`config.mk`:
```
export PLATFORM = sky130hd
export DESIGN_NAME = instr_encode_loader
export DESIGN_NICKNAME = d
export VERILOG_FILES = /design/src/rtl/instr_encode_loader.sv
export SDC_FILE = /design/constraint.sdc
export NUM_CORES = 1
export LEC_CHECK = 0
export CORE_UTILIZATION = 30
export CTS_CLUSTER_DIAMETER = 40
export CTS_CLUSTER_SIZE = 20
export DETAILED_ROUTE_END_ITERATION = 7
export HOLD_SLACK_MARGIN = 0.1
export MAX_ROUTING_LAYER = met4
export PLACE_DENSITY = 0.54
export RECOVER_POWER = 100
export SKIP_CTS_REPAIR_TIMING = 1
export SLEW_MARGIN = 20
export SYNTH_ARGS = -nofsm -noshare
export SYNTH_HDL_FRONTEND = slang
export SYNTH_SLANG_ARGS = --single-unit
```
`constraint.sdc`:
```
create_clock -name clk -period 5.2 [get_ports clk]
set_input_delay 0.52 -clock clk [delete_from_list [all_inputs] [get_ports clk]]
set_output_delay 0.52 -clock clk [all_outputs]
set_load 0.01 [all_outputs]
```
`src/rtl/instr_encode_loader.sv`:
```
// Instruction encode loader: takes decoded RV32I fields over valid/ready,
// assembles the 32-bit word and writes it to consecutive imem word addresses.
module instr_encode_loader #(
  parameter logic [31:0] BASE_ADDR = 32'h0000_0000,
  parameter int unsigned MAX_WORDS = 256
) (
  input  logic        clk,
  input  logic        reset,
  input  logic        start,
  input  logic        in_valid,
  output logic        in_ready,
  input  logic        in_last,
  input  logic [2:0]  fmt,
  input  logic [6:0]  op,
  input  logic [2:0]  funct3,
  input  logic        funct7b5,
  input  logic [4:0]  rd,
  input  logic [4:0]  rs1,
  input  logic [4:0]  rs2,
  input  logic [31:0] imm,
  output logic        imem_we,
  output logic [31:0] imem_addr,
  output logic [31:0] imem_wdata,
  output logic        busy,
  output logic        done,
  output logic [15:0] count,
  output logic        err,
  output logic        full
);

  typedef enum logic [2:0] {
    S_IDLE,
    S_ACCEPT,
    S_ENCODE,
    S_WRITE,
    S_DONE
  } state_t;

  localparam logic [2:0]  FMT_R = 3'd0;
  localparam logic [2:0]  FMT_I = 3'd1;
  localparam logic [2:0]  FMT_S = 3'd2;
  localparam logic [2:0]  FMT_B = 3'd3;
  localparam logic [2:0]  FMT_U = 3'd4;
  localparam logic [2:0]  FMT_J = 3'd5;
  localparam logic [6:0]  OP_IMM = 7'b0010011;
  localparam logic [15:0] MAX_CNT = 16'(MAX_WORDS);

  state_t      state_q, state_d;
  logic [2:0]  fmt_q, fmt_d;
  logic [6:0]  op_q, op_d;
  logic [2:0]  funct3_q, funct3_d;
  logic        funct7b5_q, funct7b5_d;
  logic [4:0]  rd_q, rd_d;
  logic [4:0]  rs1_q, rs1_d;
  logic [4:0]  rs2_q, rs2_d;
  logic [31:0] imm_q, imm_d;
  logic        last_q, last_d;
  logic        ok_q, ok_d;
  logic [31:0] wdata_q, wdata_d;
  logic [31:0] addr_q, addr_d;
  logic [15:0] count_q, count_d;
  logic        err_q, err_d;
  logic        full_q, full_d;

  logic        is_shift;
  logic        fits12;
  logic        fits13;
  logic        fits21;
  logic        enc_legal;
  logic [31:0] enc_word;
  logic [15:0] count_inc;
  logic        hit_max;

  // Sign-fit tests: every bit above the field's sign bit must equal it.
  assign fits12   = (&imm_q[31:11]) | ~(|imm_q[31:11]);
  assign fits13   = (&imm_q[31:12]) | ~(|imm_q[31:12]);
  assign fits21   = (&imm_q[31:20]) | ~(|imm_q[31:20]);
  assign is_shift = (fmt_q == FMT_I) && (op_q == OP_IMM) &&
                    ((funct3_q == 3'b001) || (funct3_q == 3'b101));

  always_comb begin
    enc_word  = 32'h0;
    enc_legal = 1'b0;
    case (fmt_q)
      FMT_R: begin
        enc_word  = {1'b0, funct7b5_q, 5'b00000, rs2_q, rs1_q, funct3_q, rd_q, op_q};
        enc_legal = 1'b1;
      end
      FMT_I: begin
        if (is_shift) begin
          enc_word  = {1'b0, funct7b5_q, 5'b00000, imm_q[4:0], rs1_q, funct3_q, rd_q, op_q};
          enc_legal = ~(|imm_q[31:5]);
        end else begin
          enc_word  = {imm_q[11:0], rs1_q, funct3_q, rd_q, op_q};
          enc_legal = fits12;
        end
      end
      FMT_S: begin
        enc_word  = {imm_q[11:5], rs2_q, rs1_q, funct3_q, imm_q[4:0], op_q};
        enc_legal = fits12;
      end
      FMT_B: begin
        enc_word  = {imm_q[12], imm_q[10:5], rs2_q, rs1_q, funct3_q,
                     imm_q[4:1], imm_q[11], op_q};
        enc_legal = fits13 & ~imm_q[0];
      end
      FMT_U: begin
        enc_word  = {imm_q[31:12], rd_q, op_q};
        enc_legal = ~(|imm_q[11:0]);
      end
      FMT_J: begin
        enc_word  = {imm_q[20], imm_q[10:1], imm_q[11], imm_q[19:12], rd_q, op_q};
        enc_legal = fits21 & ~imm_q[0];
      end
      default: begin
        enc_word  = 32'h0;
        enc_legal = 1'b0;
      end
    endcase
  end

  // Count after the current WRITE cycle; decides whether the region is full.
  assign count_inc = count_q + {15'd0, ok_q};
  assign hit_max   = (count_inc == MAX_CNT);

  always_comb begin
    state_d    = state_q;
    fmt_d      = fmt_q;
    op_d       = op_q;
    funct3_d   = funct3_q;
    funct7b5_d = funct7b5_q;
    rd_d       = rd_q;
    rs1_d      = rs1_q;
    rs2_d      = rs2_q;
    imm_d      = imm_q;
    last_d     = last_q;
    ok_d       = ok_q;
    wdata_d    = wdata_q;
    addr_d     = addr_q;
    count_d    = count_q;
    err_d      = err_q;
    full_d     = full_q;
    case (state_q)
      S_IDLE: begin
        if (start) begin
          state_d = S_ACCEPT;
          addr_d  = BASE_ADDR;
          count_d = 16'd0;
          err_d   = 1'b0;
          full_d  = 1'b0;
        end
      end
      S_ACCEPT: begin
        if (in_valid) begin
          fmt_d      = fmt;
          op_d       = op;
          funct3_d   = funct3;
          funct7b5_d = funct7b5;
          rd_d       = rd;
          rs1_d      = rs1;
          rs2_d      = rs2;
          imm_d      = imm;
          last_d     = in_last;
          state_d    = S_ENCODE;
        end
      end
      S_ENCODE: begin
        ok_d    = enc_legal;
        if (enc_legal) begin
          wdata_d = enc_word;
        end
        state_d = S_WRITE;
      end
      S_WRITE: begin
        if (ok_q) begin
          addr_d  = addr_q + 32'd4;
          count_d = count_inc;
        end else begin
          err_d = 1'b1;
        end
        if (hit_max) begin
          full_d = 1'b1;
        end
        if (last_q || hit_max) begin
          state_d = S_DONE;
        end else begin
          state_d = S_ACCEPT;
        end
      end
      S_DONE: begin
        state_d = S_IDLE;
      end
      default: begin
        state_d = S_IDLE;
      end
    endcase
  end

  always_ff @(posedge clk) begin
    if (reset) begin
      state_q    <= S_IDLE;
      fmt_q      <= 3'd0;
      op_q       <= 7'd0;
      funct3_q   <= 3'd0;
      funct7b5_q <= 1'b0;
      rd_q       <= 5'd0;
      rs1_q      <= 5'd0;
      rs2_q      <= 5'd0;
      imm_q      <= 32'd0;
      last_q     <= 1'b0;
      ok_q       <= 1'b0;
      wdata_q    <= 32'd0;
      addr_q     <= BASE_ADDR;
      count_q    <= 16'd0;
      err_q      <= 1'b0;
      full_q     <= 1'b0;
    end else begin
      state_q    <= state_d;
      fmt_q      <= fmt_d;
      op_q       <= op_d;
      funct3_q   <= funct3_d;
      funct7b5_q <= funct7b5_d;
      rd_q       <= rd_d;
      rs1_q      <= rs1_d;
      rs2_q      <= rs2_d;
      imm_q      <= imm_d;
      last_q     <= last_d;
      ok_q       <= ok_d;
      wdata_q    <= wdata_d;
      addr_q     <= addr_d;
      count_q    <= count_d;
      err_q      <= err_d;
      full_q     <= full_d;
    end
  end

  // Strobe derives from state so a reset edge drops it immediately.
  assign in_ready   = (state_q == S_ACCEPT);
  assign imem_we    = (state_q == S_WRITE) && ok_q;
  assign imem_addr  = addr_q;
  assign imem_wdata = wdata_q;
  assign busy       = (state_q != S_IDLE);
  assign done       = (state_q == S_DONE);
  assign count      = count_q;
  assign err        = err_q;
  assign full       = full_q;

endmodule

```
# Word-level counts from Yosys, hierarchy flattened
# Index checks and enable logic that the tools add are counted.
dict set report word_totals {
  reg_bits 148
  inputBits 66
  output_inout_bits 86
  word_cells 89
}
dict set report op_classes {
  add_sub_neg 2
  bitwise_logic 11
  reduce_logical 23
  n_mux 19
  eq_ne 18
}
# op n
set ops {}
lappend ops {{$pmux W32 S6} 1}
lappend ops {{$mux W32} 3}
lappend ops {{$pmux W32 S2} 1}
lappend ops {{$add A32 B3 Y32 const B} 1}
lappend ops {{$mux W16} 2}
lappend ops {{$pmux W16 S2} 1}
lappend ops {{$reduce_or A27 Y1} 1}
lappend ops {{$reduce_or A12 Y1} 2}
lappend ops {{$reduce_and A21 Y1} 1}
lappend ops {{$reduce_or A21 Y1} 1}
lappend ops {{$reduce_and A20 Y1} 1}
lappend ops {{$reduce_or A20 Y1} 1}
lappend ops {{$add A16 B1 Y16} 1}
lappend ops {{$eq A16 B9 Y1 const B} 1}
lappend ops {{$eq A3 B2 Y1 const B} 4}
lappend ops {{$eq A3 B3 Y1 const B} 4}
lappend ops {{$pmux W3 S4} 1}
lappend ops {{$reduce_and A12 Y1} 1}
lappend ops {{$ne A2 B2 Y1 const B} 5}
lappend ops {{$eq A3 B1 Y1 const B} 3}
lappend ops {{$mux W3} 3}
lappend ops {{$reduce_and A3 Y1} 3}
lappend ops {{$eq A7 B5 Y1 const B} 1}
lappend ops {{$logic_not A3 Y1} 2}
lappend ops {{other kinds (11)} 28}

# Logic depth before layout (Yosys ltp)
dict set report depth {
  word_depth 6
  mapped_depth 10
  ltp_nobuf 8
}

# Least setup slack after synthesis
# No wires, ideal clock.
dict set report synth_timing {
  kind {input -> register}
  start {in start}
  end {reg addr_q[31], in the netlist imem_addr[31]}
  t_required_ps 5072
  slack_ps 3154
  path_stages 6
  arrival_ps 1918
  setup_ps 128
  n_path_buf 0
  path_cell_list {or3b_1 a2111o_1 nor3_4 nand4_1 xor2_1 nor2_1}
}
dict set report synth_via {
  elab_chain_cells 2
}
# element line
set synth_rtl {}
lappend synth_rtl {{start, declared} 9} ;# input logic start,
lappend synth_rtl {{$ne A2 B2 Y1 (no source line)} --}
lappend synth_rtl {{$reduce_and A3 Y1 (no source line)} --}
lappend synth_rtl {{end signal, assigned} 230} ;# addr_q <= addr_d;
lappend synth_rtl {{end, declared} 60} ;# logic [31:0] addr_q, addr_d;
# Every way passes these cells.
# A chain may end at the register's enable or synchronous reset.

==> flow_metrics.py <==
metrics = {
    "logic_synthesis": {
        "synth_top_family_by_area": "simple AND/OR/NAND/NOR gates",
        "yosys.area.top_type": "dfxtp_1",
        "synth_edf_count": 0,
        "synth_top_area_share": 0.422,
        "synthTopCellsByCount": "nand2_1 (158), dfxtp_1 (146), a21oi_1 (94)",
        "synthAdderAreaFrac": 0.00541,
        "ys_types": 70,
        "synth_area_leaders": "dfxtp_1 (42%), nand2_1 (8.6%), a21oi_1 (6.8%)",
        "ys_ff_latch": 146,
        "synth.most_common_cell": "nand2_1",
        "synthFlopType": "dfxtp_1",
        "ys_warn_count": 0,
        "synthSimpleGateAreaFrac": 0.265,
        "avgSynthCellArea_um2": 8.22,
        "yosysSeqAreaShare": 0.422,
        "synth.area.mux_share": 0.0226,
        "synth_xor_area_frac": 0.0392,
        "synthCells": 843,
        "async_flop_share": 0,
        "synth_compound_area_frac": 0.200,
        "syn-cell-area_mm2": 0.00693,
    },
    "timing": {
        "max_freq_ghz": 0.258,
        "relSlewSlack": -1.31,
        "skew_ns": 0.0107,
        "tns_ns": 0,
        "setup_viol": 0,
        "worst_slew_pin_slew_ns": 3.46,
        "fin_crit_sh": 0.746,
        "final.min_clock_period_ns": 3.88,
        "finalMaxSlewViolations": 132,
        "hold_viol_final": 0,
        "rsz0062_at_grt": "false",
    },
    "global_routing": {
        "grt_pass1_wl_um": 33100,
        "antenna_found_initial": 0,
        "grt_pass1_vias": 6003,
        "grt_util_all_layers": 0.182,
        "grt_max_degree": 69,
        "overflow": 0,
    },
    "critical_path": {
        "crit_required_ns": 5.51,
        "reg2reg_depth": 7,
        "worst_path_max_delay_cell": "clkbuf_1",
        "worst-setup-path-type": "primary input to register",
        "cp_num_buf_inv": 2,
        "crit_arrival_ns": 4.19,
        "end_kind": "register",
        "cp_max_fo": 68,
        "path_delay_family": "buffers and inverters",
        "start_kind": "primary input",
        "cp.depth": 4,
        "path_cells": "clkbuf_2, clkbuf_1, nor3_1, o21a_1",
        "max_stage_delay_ns": 2.51,
    },
    "pwr": {
        "power_frac_comb": 0.101,
        "pwr-share-clk": 0.459,
        "fin_total_pwr_w": 0.00273,
        "ir_drop_mv": 0.202,
        "p_switching_w": 0.000704,
        "sw_frac_of_total": 0.258,
        "intPower_w": 0.00202,
        "p_leak_nw": 3.31,
        "p_seq_frac": 0.440,
        "cellPowerDensity_mw_per_mm2": 298,
    },
    "finish": {
        "layout.nets": 1029,
        "drive_gt1_frac": 0.0822,
        "area.growth.synth_to_final_pct": 31.9,
        "antenna_cells": 0,
        "layout.cells.non_filler": 1258,
        "finish.utilization": 0.404,
    },
    "placed_design": {
        "dp.cells": 1226,
        "gp_congestion": 0.831,
        "place_hpwl_um": 14300,
        "port_buffers": 149,
    },
    "status": {
        "status": "complete, but fails checks",
        "violations": "max-capacitance violations, max-slew violations",
    },
    "route": {
        "postRouteAntennaNets": 0,
        "remaining_drc_errors": 0,
        "drt-total-wl_um": 20700,
        "viasPerCell": 5.12,
        "drt-pass1-iter-count": 5,
        "num_vias": 6443,
        "first_iter_violations": 320,
        "wl_per_cell_um": 16.4,
    },
    "cts": {
        "clk_latency_ns": 0.43,
        "h-tree-depth": 4,
        "clock_path_buffers": 2,
        "cts.sink_count": 146,
        "cts-buffers-inserted": 17,
        "root_buffer": "clkbuf_16",
        "cts_tree": "yes",
        "cts.clk_slew.worst_paths_ns": 0.06,
    },
    "min_path": {
        "min_path_type": "register to register",
        "hold-path-cell-count": 2,
    },
    "die": {
        "num_rows": 55,
        "die_y_um": 154,
        "die_area_mm2": 0.0237,
        "coreArea_mm2": 0.0226,
        "die_w_um": 154,
        "initial_core_util": 0.306,
        "io_pins": 152,
    },
    "job": {
        "maxCapViolations": 2,
    },
}
-- kinds of logic (layout without fill, tap and decap cells) --
group | after synthesis | count (layout)
AO/OA/AOI/OAI | 200 | 200
flip-flops | 146 | 146
adder cells (fa/ha/maj) | 3 | 3
other | 1 | 2
buffers and inverters | 71 | 200
XOR/XNOR | 31 | 31
multiplexers | 15 | 15
AND/OR/NAND/NOR | 376 | 376
-- layout by cell type, fill, tap and decap left out, types with 17 or more instances in the layout --
master and instances:
dlygate4sd3_1 84, a21oi_1 94, xor2_1 20, nor2_1 67
nand3_1 32, o21ai_0 28, clkbuf_16 17, nand2_1 158
clkdlybuf4s50_1 64, nor3_1 35, dfxtp_1 146
-- routing by layer --
metal | vias up | global-route usage | share of wire
li1 | 3217 | - | -
met1 | 3051 | 0.250 | 0.50
met2 | 149 | 0.267 | 0.44
met3 | 26 | 0.0341 | 0.046
met4 | 0 | 0.0557 | 0.014
met5 | - | - | 0
-- sequential cells by signal, summed over array words and instances (netlist names) --
name        count
rd_q            5
err             1
imem_wdata     32
ok_q            1
funct7b5_q      1
state_q         3
op_q            7
full            1
rs1_q           5
imm_q          32
rs2_q           5
fmt_q           3
count          16
funct3_q        3
last_q          1
imem_addr      30
-- worst register-to-register path, delay by kind of cell, from the launching register on --
| kind | cells | cell delay (ns) |
|---|---|---|
| AO/OA/AOI/OAI | 2 | 0.27 |
| buffers and inverters | 1 | 0.57 |
| flip-flops | 1 | 0.96 |
| AND/OR/NAND/NOR | 4 | 1.88 |
-- power by group through the flow --
| stage | Clock [W] | Combinational [W] | Sequential [W] |
|---|---|---|---|
| after floorplan | 0 | 0.000169 | 0.00121 |
| after global placement | 0 | 0.000284 | 0.00123 |
| after detailed placement | 0 | 0.000286 | 0.00123 |
| after CTS | 0.00128 | 0.000287 | 0.00120 |
| after global routing | 0.00133 | 0.000303 | 0.00121 |
| final | 0.00125 | 0.000276 | 0.00120 |
-- through the flow --
step | instance area [um2] | setup slack (ns) | hold slack [ns]
global route | 9140 | 0.994 | 0.481
detailed placement | 8580 | 2.15 | 0.446
finish | 9140 | 1.32 | 0.451
floorplan | 6940 | 3.15 | 0.432
CTS | 9190 | 1.78 | 0.454
global placement | 8580 | 2.28 | 0.443
-- worst paths after layout --
check | startpoint | endpoint | slack (ns)
hold / removal | imem_wdata[25] | imem_wdata[25] | 0.45
setup / recovery | reset | state_q[2] | 1.32
setup reg to reg | fmt_q[0] | imem_wdata[20] | 1.40
hold reg to reg | imem_wdata[25] | imem_wdata[25] | 0.45
-- layout make-up --
| cell class | count | area, um2 |
|---|---|---|
| multi-input cells | 627 | 3680 |
| flip-flops and latches | 146 | 2920 |
| inverters | 10 | 37.5 |
| clock buffers | 19 | 453 |
| fillers | 2286 | 13500 |
| repair buffers | 158 | 1540 |
| clock inverters | 13 | 150 |
| well taps | 285 | 357 |
No activity file was read; power rests on OpenSTA's default activity.
